==> src/rtl/mem_port_arb.sv <==
// ---------------------------------------------------------------------------
// mem_port_arb
//
// Shares the single data-memory port between the MR stage (load reads) and
// the MW stage (store writes). Each granted access runs a registered
// req/ready handshake. Per-stage stall outputs hold a stage until its done
// pulse. Writes win ties. A saturating starvation counter forces a read
// through once it has lost MAX_WAIT arbitrations in a row.
//
// Ports
//   clk, reset            clock, synchronous active-high reset
//   mr_v, mr_re, mr_addr  MR stage read request
//   mem_dep               read depends on a pending store (never granted)
//   mw_v, mw_we, mw_addr,
//   mw_data               MW stage write request
//   mem_req, mem_we,
//   mem_addr, mem_wdata   registered memory request
//   mem_ready, mem_rdata  memory completion and read data
//   mr_rdata, mr_done     latched read data and read-complete pulse
//   mw_done               write-complete pulse
//   mr_stall, mw_stall    combinational stage holds
// ---------------------------------------------------------------------------
module mem_port_arb #(
  parameter int ADDR_W   = 32,
  parameter int DATA_W   = 32,
  parameter int MAX_WAIT = 4
) (
  input  logic              clk,
  input  logic              reset,
  input  logic              mr_v,
  input  logic              mr_re,
  input  logic [ADDR_W-1:0] mr_addr,
  input  logic              mem_dep,
  input  logic              mw_v,
  input  logic              mw_we,
  input  logic [ADDR_W-1:0] mw_addr,
  input  logic [DATA_W-1:0] mw_data,
  output logic              mem_req,
  output logic              mem_we,
  output logic [ADDR_W-1:0] mem_addr,
  output logic [DATA_W-1:0] mem_wdata,
  input  logic              mem_ready,
  input  logic [DATA_W-1:0] mem_rdata,
  output logic [DATA_W-1:0] mr_rdata,
  output logic              mr_done,
  output logic              mw_done,
  output logic              mr_stall,
  output logic              mw_stall
);

  localparam logic [1:0] IDLE    = 2'd0;
  localparam logic [1:0] RD_BUSY = 2'd1;
  localparam logic [1:0] WR_BUSY = 2'd2;

  localparam logic [3:0] MAX_WAIT_C = 4'(MAX_WAIT);

  logic [1:0] state;
  logic [3:0] starve_cnt;

  logic rd_raw;
  logic rd_elig;
  logic wr_req;
  logic arb_open;
  logic grant_wr;
  logic grant_rd;

  // Request qualification. A dependent read still stalls its stage but is
  // never eligible for a grant.
  assign rd_raw  = mr_v & mr_re;
  assign rd_elig = rd_raw & ~mem_dep;
  assign wr_req  = mw_v & mw_we;

  // During a done cycle the finished stage still presents its old request
  // (it only advances at the end of that cycle), so no grant is made then.
  // This is also what keeps one idle cycle between transactions.
  assign arb_open = (state == IDLE) & ~mr_done & ~mw_done;

  // Writes win unless the eligible read has already lost MAX_WAIT times.
  assign grant_wr = arb_open & wr_req & (~rd_elig | (starve_cnt < MAX_WAIT_C));
  assign grant_rd = arb_open & rd_elig & ~grant_wr;

  // Stalls drop in the cycle the done pulse is visible so the stage can move.
  assign mr_stall = rd_raw & ~mr_done;
  assign mw_stall = wr_req & ~mw_done;

  // Main transaction sequencer: latch the winner's request at grant, hold
  // the memory-side outputs stable while busy, and retire on mem_ready.
  // mem_ready seen in IDLE falls through to no action.
  always_ff @(posedge clk) begin
    if (reset) begin
      state     <= IDLE;
      mem_req   <= 1'b0;
      mem_we    <= 1'b0;
      mem_addr  <= '0;
      mem_wdata <= '0;
      mr_rdata  <= '0;
      mr_done   <= 1'b0;
      mw_done   <= 1'b0;
    end else begin
      mr_done <= 1'b0;
      mw_done <= 1'b0;
      case (state)
        IDLE: begin
          if (grant_wr) begin
            state     <= WR_BUSY;
            mem_req   <= 1'b1;
            mem_we    <= 1'b1;
            mem_addr  <= mw_addr;
            mem_wdata <= mw_data;
          end else if (grant_rd) begin
            state    <= RD_BUSY;
            mem_req  <= 1'b1;
            mem_we   <= 1'b0;
            mem_addr <= mr_addr;
          end
        end
        RD_BUSY: begin
          if (mem_ready) begin
            state    <= IDLE;
            mem_req  <= 1'b0;
            mr_rdata <= mem_rdata;
            mr_done  <= 1'b1;
          end
        end
        WR_BUSY: begin
          if (mem_ready) begin
            state   <= IDLE;
            mem_req <= 1'b0;
            mw_done <= 1'b1;
          end
        end
        default: begin
          state   <= IDLE;
          mem_req <= 1'b0;
        end
      endcase
    end
  end

  // Starvation counter: counts consecutive write wins over an eligible read,
  // saturating at MAX_WAIT. It is frozen while a transaction is in flight so
  // that a run of back-to-back writes keeps accumulating.
  always_ff @(posedge clk) begin
    if (reset) begin
      starve_cnt <= 4'd0;
    end else if (state == IDLE) begin
      if (!rd_elig || grant_rd) begin
        starve_cnt <= 4'd0;
      end else if (grant_wr && (starve_cnt < MAX_WAIT_C)) begin
        starve_cnt <= starve_cnt + 4'd1;
      end
    end
  end

endmodule

==> config.mk <==
export PLATFORM = sky130hd
export DESIGN_NAME = mem_port_arb
export DESIGN_NICKNAME = d
export VERILOG_FILES = /design/src/rtl/mem_port_arb.sv
export SDC_FILE = /design/constraint.sdc
export NUM_CORES = 1
export LEC_CHECK = 0
export BUFFER_PORTS_ARGS = -buffer_cell sky130_fd_sc_hd__buf_2
export CELL_PAD_IN_SITES_DETAIL_PLACEMENT = 0
export CELL_PAD_IN_SITES_GLOBAL_PLACEMENT = 2
export CORE_UTILIZATION = 22
export DETAILED_ROUTE_END_ITERATION = 10
export PLACE_DENSITY = 0.86
export SLEW_MARGIN = 15
export SYNTH_ARGS = -nofsm -noshare
export SYNTH_HDL_FRONTEND = slang
export SYNTH_SLANG_ARGS = --single-unit
export TNS_END_PERCENT = 20
==> constraint.sdc <==
create_clock -name clk -period 1.7 [get_ports clk]
set_input_delay 0.255 -clock clk [delete_from_list [all_inputs] [get_ports clk]]
set_output_delay 0.255 -clock clk [all_outputs]
set_load 0.05 [all_outputs]
; Word-level counts from Yosys, hierarchy flattened
; Index checks and enable logic that the tools add are counted.
; Widths: inputs -> output; s select.
[word_totals]
ff_bits = 106
latch_bits = 0
ram_bits = 0
romBits = 0
input_bits = 136
out_inout_bits = 102
mem_count = 0
[classes]
n_addsub = 1
mul = 0
div_mod_pow = 0
magnitude_cmp = 1
n_eq_ne = 4
n_shift = 0
mux = 15
n_bitwise = 19
reduce_logical = 14
[op_table]
columns = op, n
row1 = $mux 32, 2
row2 = $and 1x1->1, 11
row3 = $reduce_and 2->1, 5
row4 = $mux 4, 2
row5 = $not 1->1, 7
row6 = $mux 1, 6
row7 = $mux 2, 3
row8 = $reduce_or 2->1, 3
row9 = $add 4x1->4 const B, 1
row10 = $lt 4x3->1 const B, 1
row11 = $pmux 2 s2, 1
row12 = $reduce_bool 2->1, 2
row13 = $ne 3x3->1 const B, 1
row14 = $eq 2x1->1 const B, 1
row15 = $eq 2x2->1 const B, 1
row16 = $logic_not 2->1, 1
row17 = $ne 2x1->1 const B, 1
row18 = $pmux 1 s2, 1
row19 = $logic_and 1x1->1, 1
row20 = $logic_not 1->1, 1
row21 = $logic_or 1x1->1, 1
row22 = $or 1x1->1, 1

; Depth between registers and ports, before layout
; Gate-level depths: netlist of the first run.
[logic_depth]
ltp_word = 10
mapped_depth = 7
mapped_depth_nobuf = 5

; Worst setup path before layout of the first run
; Ideal clock, no wire load.
[synth_timing]
kind = register -> register
start = register mr_done
end = register starve_cnt[1]
setup_ns = 0.128
arrival_time_ns = 1.443
required_ns = 1.572
slack_ns = 0.130
path_stages_with_launch = 7
n_path_buf = 2
path_cell_list = dfxtp_1 nor2_4 o2111a_1 buf_4 buf_6 a32oi_1 nor2_1
[synth_via]
elab_chain_cells = 10
elab_cells_between_ends = 13
cone_classes = mux (1) / bitwise (8) / reduce/logical (4)
[synth_lines]
columns = element, line_no
row1 = start: declaration, 45  ; output logic mr_done,
row2 = start signal: assignment, 97  ; mr_done <= 1'b0;
row3 = start signal: assignment, 100  ; mr_done <= 1'b0;
row4 = start signal: assignment, 122  ; mr_done <= 1'b1;
row5 = $not 1->1 *, 76  ; assign arb_open = (state == IDLE) & ~mr_done & ~mw_done;
row6 = $and 1x1->1 * (2 in series), 76
row7 = $and 1x1->1 (2 in series), 79  ; assign grant_wr = arb_open & wr_req & (~rd_elig | (starve_cnt < MAX_WAIT_C));
row8 = $not 1->1, 80  ; assign grant_rd = arb_open & rd_elig & ~grant_wr;
row9 = $and 1x1->1, 80
row10 = $logic_or 1x1->1, 147  ; if (!rd_elig || grant_rd) begin
row11 = $reduce_bool 2->1 (no source line), -
row12 = $reduce_and 2->1 (no source line), -
row13 = end signal: assignment, 150  ; starve_cnt <= starve_cnt + 4'd1;
row14 = end: declaration, 58  ; logic [3:0] starve_cnt;
; Mark *: on every way between the ends. The rest lies on a longest branch, timed or not.
; A chain may end at the register's enable or synchronous reset.

; Final worst setup path of the first run
[layout_timing]
start = register state[0]
end = register mem_wdata[6]
[layout_via]
elab_chain_cells = 6
[layout_lines]
columns = element, line_no
row1 = start: declaration, 57  ; logic [1:0] state;
row2 = start signal: assignment, 91  ; state <= IDLE;
row3 = start signal: assignment, 105  ; state <= WR_BUSY;
row4 = start signal: assignment, 111  ; state <= RD_BUSY;
row5 = $logic_not 2->1 *, "76, 102"
row6 = $and 1x1->1 (2 in series), 76
row7 = $and 1x1->1 (2 in series), 79
row8 = $reduce_and 2->1 (no source line) *, -
row9 = end signal: assignment, 109  ; mem_wdata <= mw_data;
row10 = end: declaration, 41  ; output logic [DATA_W-1:0] mem_wdata,
; Marked as above.

==> results.yml, run 1 <==
clocking:
  cts_tree: "done"
  cts-buffers-inserted: 9
  path_clk_slew_ps: 80
  post-cts-setup-buffers: 0
  ctsResizeCount: 0
  cts_root_buffer: "clkbuf_16"
  cts_max_level: 3
  insertion_delay_ps: 340
  cts_buffer_depth: 2
  clock_sinks: 106
  cts_hold_buf: 0
logic_synthesis:
  synth_xor_area_frac: 0
  netlist.area_leader.share: 0.518
  synth_compound_area_frac: 0.169
  synth_area_sq_um: 4100
  ys_ff_latch: 106
  synthCells: 516
  syn_avg_cell_area_sq_um: 7.94
  async_reset_ff_frac: 0
  synthMuxAreaShare: 0
  yosys.area_share.simple: 0.246
  ys_seq_area_frac: 0.518
  synth_edf_count: 0
  ys_warn_count: 0
  yosysTopAreaCell: "dfxtp_1"
  post_synth_fa_ha_maj_area_fraction: 0.0122
  synthDistinctLibCells: 26
  ys_dominant_reg_cell: "dfxtp_1"
  synth_area_leaders: "dfxtp_1 (52%), nand2_1 (19%), a21oi_1 (8.3%)"
  synth_top_family_by_area: "simple AND/OR/NAND/NOR gates"
  syn_nets: 656
floorplan:
  dieArea_sq_um: 19200
  die-width_um: 138
  ios: 238
  fp.dieH_um: 138
  initial_core_util: 0.226
  row_count: 49
  coreArea_sq_um: 18100
drt:
  wl_per_cell_um: 13.2
  totalWireLength_mm: 12.8
  firstDrtPassIters: 7
  ant_nets: 0
  vias: 4196
  drtIter0Drc: 230
  drc: 32
  avgViaCountPerCell: 4.32
global_routing:
  grt_pass1_wl_mm: 20.7
  overflow: 0
  antenna_found_initial: 1
  grt_start_max_net_pins: 42
  grtUsageTotal: 0.135
  grt_pass1_vias: 4022
worst_setup_path:
  worstPathRequired_ps: 1980
  max_stage_delay_ps: 310
  crit_arrival_ps: 1800
  critPathMostFrequentCell: "buf_12"
  critPathSlowestCell: "dfxtp_1"
  critPathLaunchType: "flip-flop"
  critical_path_class: "reg2reg"
  cp_max_fo: 31
  endpoint_kind: "flip-flop"
  path_cells: "inv_1 > ha_4 > o2111a_2 > buf_12 > buf_12 > nand2_1 > a21oi_1"
final_layout:
  final_util: 0.327
  final_nets: 879
  drive_gt1_frac: 0.367
  diodes: 0
  multi_input_area_sq_um: 1780
  n_fill_cell: 2018
  areaGrowthSynthToFinish_pct: 44.4
  seq_area_sq_um: 2120
sta:
  rsz0062_at_grt: "false"
  finalSetupTns_ps: 0
  tightest_slew_ps: 354
  min_period_ps: 1530
  setup_ws_ps: 173
  finalCritPeriodShare: 0.898
  slew_headroom: 0.764
  fin_worst_skew_ps: 8.38
  max_freq_ghz: 0.655
  final_hold_viol_count: 0
  slew_viol_final: 0
  setup_viol: 0
placement:
  io_buffers: 237
  pre_cts_ws_ps: 57.3
  hpwl_mm: 9.02
  gp_congestion: 0.757
power_and_ir_drop:
  powerDensity_nw_per_um2: 1160
  p_leak_nw: 2.71
  ir_worst_vdd_mv: 0.533
hold_path:
  hp-class: "in2reg"
run_status:
  violations: "DRC"
  outcome: "finished with violations"
job:
  max_cap_violations: 0
## metal layers
metal	part of all wire	GRT usage	up-vias
li1	-	-	2152
met1	0.44	0.163	1881
met2	0.48	0.228	144
met3	0.071	0.0360	17
met4	0.016	0.0532	2
met5	0.00086	0	-
## cell type report
cell class	instances	area share
Clock buffer	10	0.0404
Multi-Input combinational cell	367	0.300
Clock inverter	5	0.0133
Inverter	3	0.00190
Tap cell	229	0.0484
Timing Repair Buffer	252	0.237
Sequential cell	106	0.359
## final timing paths
check                      from       endpoint  slack (ps)  cells past startpoint
setup reg to reg       state[0]   mem_wdata[6]         170                      7
hold reg to reg   starve_cnt[3]  starve_cnt[3]         440                      2
hold / removal     mem_rdata[4]    mr_rdata[4]         140                      3
setup / recovery       state[0]   mem_wdata[6]         170                      7
## worst max-delay path, delay by kind of cell, from the launching register on
family,cells,cell delay (ps)
compound gates,2,390
fa+ha+maj,1,200
buf+inv,3,470
flops,1,310
simple gates,1,70
## placed cells by master (no fill, tap or decap), drive strengths merged, types with 3 or more instances in the layout
cell / synthesis / layout
buf: 21 / 252
nand2: 202 / 202
dfxtp: 106 / 106
a21oi: 68 / 68
nor2: 39 / 39
a311oi: 32 / 32
clkbuf: 19 / 10
ha: 4 / 4
inv: 3 / 3
nand3: 3 / 3
o21ai: 3 / 3
clkinv: 0 / 3
## cells in the mapped netlist, types with 3 or more instances
cell type    n
nand2_1    202
dfxtp_1    106
a21oi_1     68
nor2_1      38
a311oi_1    32
clkbuf_1    19
buf_2       11
buf_4        7
ha_1         4
buf_6        3
inv_1        3
nand3_1      3
o21ai_0      3
## flip-flops by register name, indices dropped and copies added, names as in the netlist
signal / flops
mem_wdata: 32
mem_addr: 32
mr_done: 1
mem_we: 1
mr_rdata: 32
starve_cnt: 4
state: 2
mw_done: 1
mem_req: 1
## power breakdown
group	internal (mW)	leakage, nW	switching (mW)
logic	0.531	1.69	1.25
registers	2.68	0.865	0.0882
clock network	1.32	0.158	0.973
total	4.53	2.71	2.31
## metrics by stage
stage	area, sq um	power, mW	instances	hold WS, ps
6_report	5910	6.84	972	136
2_1_floorplan	4100	4.06	516	376
4_1_cts	5900	6.96	972	117
5_1_grt	5910	7.20	972	121
3_5_place_dp	5580	4.61	957	423
3_3_place_gp	5580	4.61	957	422
## cells by family after synthesis
family	count (synthesis)
adder cells (fa/ha/maj)	4
AO/OA/AOI/OAI	109
AND/OR/NAND/NOR	254
flip-flops	106
buffers and inverters	43
Power figures use the tool's default switching activity.
==> run 2, diff against run 1 <==
CORE_UTILIZATION = 20   (was 22)
PLACE_DENSITY = 0.83   (was 0.86)
clock period = 1.3 ns   (was 1.7 ns; I/O delays follow)
==> results.yml, run 2 (synthesis gave the netlist of run 1 again) <==
run_status:
  outcome: "finished with violations"
  violations: "setup timing"
power_and_ir_drop:
  powerDensity_nw_per_um2: 1440
  p_leak_nw: 2.81
  netSwitchingFraction: 0.341
  p_seq_frac: 0.404
  p_int_mw: 5.92
  p_comb_frac: 0.278
  ir_worst_vdd_mv: 0.600
  p_sw_mw: 3.06
  power_mw: 8.98
  clock_power_share: 0.319
sta:
  slew_headroom: 0.796
  max_freq_ghz: 0.686
  rsz0062_at_grt: "true"
  final_hold_viol_count: 0
  slew_viol_final: 0
  tightest_slew_ps: 306
  min_period_ps: 1460
  finalCritPeriodShare: 1.12
  fin_worst_skew_ps: 12.1
  holdWs_ps: 69.6
  setup_ws_ps: -157
  setup_viol: 68
placement:
  gp_congestion: 0.729
  dp.cells: 1007
  io_buffers: 237
  placed_cell_area_sq_um: 5820
  hpwl_mm: 9.83
floorplan:
  die-width_um: 145
  dieArea_sq_um: 21100
  initial_core_util: 0.207
  fp.dieH_um: 145
  coreArea_sq_um: 19800
  ios: 238
  row_count: 51
drt:
  drc: 0
  drtIter0Drc: 113
  vias: 4268
  ant_nets: 0
  wl_per_cell_um: 13.3
  avgViaCountPerCell: 4.16
  firstDrtPassIters: 4
  totalWireLength_mm: 13.6
clocking:
  cts-buffers-inserted: 9
  clock_sinks: 106
  cts_root_buffer: "clkbuf_16"
  cts_tree: "done"
  insertion_delay_ps: 350
  cts_hold_buf: 0
  cts_max_level: 3
  cts_buffer_depth: 2
  path_clk_slew_ps: 80
worst_setup_path:
  r2r_slack_ps: -160
  crit_arrival_ps: 1720
  crit_end: "mem_addr[1]"
  r2r-end: "mem_addr[1]"
  critPathLaunchType: "flip-flop"
  endpoint_kind: "flip-flop"
  critical_path_class: "reg2reg"
  worstPathRequired_ps: 1560
  rr_worst_depth: 6
  cp-startpoint: "state[1]"
  r2r_start: "state[1]"
  cp_max_fo: 19
final_layout:
  top_regs: "mem_addr (32), mem_wdata (32), mr_rdata (32)"
  final_area_sq_um: 6250
  stdcell_count: 1025
  final_common_cell: "buf_2"
  areaGrowthSynthToFinish_pct: 52.7
  final_util: 0.316
  most-common-layout-cells: "buf_2 (232), nand2_1 (198), dfxtp_1 (102), a21oi_1 (59), nor2_1 (37)"
  drive_gt1_frac: 0.414
  final_nets: 894
global_routing:
  grtUsageTotal: 0.128
  grt_pass1_wl_mm: 21.5
  grt_start_max_net_pins: 35
  overflow: 0
  antenna_found_initial: 1
  grt_pass1_vias: 4095
hold_path:
  hold_path_depth: 3
  hp-class: "in2reg"
job:
  max_cap_violations: 0
==> run 2: worst min-delay path by stage <==
stage,start,to
after floorplan,mem_ready,mw_done
after global placement,starve_cnt[3],starve_cnt[3]
after detailed placement,starve_cnt[3],starve_cnt[3]
after CTS,mw_data[15],mem_wdata[15]
after global routing,mw_data[15],mem_wdata[15]
final,mw_data[0],mem_wdata[0]
==> run 2: cell type report <==
class / instances / area (sq um)
fill: 2188 / 13500
sequential: 106 / 2130
multi-input combinational: 367 / 1870
timing repair buffer: 267 / 1600
tap: 265 / 332
clock buffer: 12 / 258
clock inverter: 4 / 50.0
inverter: 3 / 11.3
antenna: 1 / 2.50
==> run 2: per-layer routing <==
metal / up-vias / wire length [um] / global-route usage
met5: - / 0 / 0
met4: 0 / 240 / 0.0405
met3: 16 / 1100 / 0.0525
met2: 148 / 6470 / 0.211
met1: 1915 / 5800 / 0.150
li1: 2189 / - / -
==> run 2: power groups by stage <==
stage	combinational (mW)	sequential (mW)	clock [mW]
after floorplan	0.769	4.56	0
after global placement	2.46	3.70	0
after detailed placement	2.46	3.70	0
after CTS	2.48	3.63	3.01
after global routing	2.67	3.66	3.13
final	2.49	3.62	2.86
==> run 2: critical path, cell delays in order (launching register included) <==
cell and delay, ps:
dfxtp_2 330, inv_2 70, ha_4 160, o2111a_2 270, buf_12 180, nand2_1 80, a311oi_2 260
==> run 2: timing repair <==
item,CTS,global route
pin swaps,14,5
cloned,0,0
endpoints found under the setup margin,94,106
gates resized for setup,12,21
setup buffers,1,0
endpoints found under the hold margin,0,0
==> run 2: metrics by stage <==
stage	setup TNS (ps)	setup WS, ps
6_report	-7020	-157
5_1_grt	-13260	-242
4_1_cts	-7740	-157
3_5_place_dp	-12800	-223
3_3_place_gp	-10610	-188
2_1_floorplan	-1740	-70.6
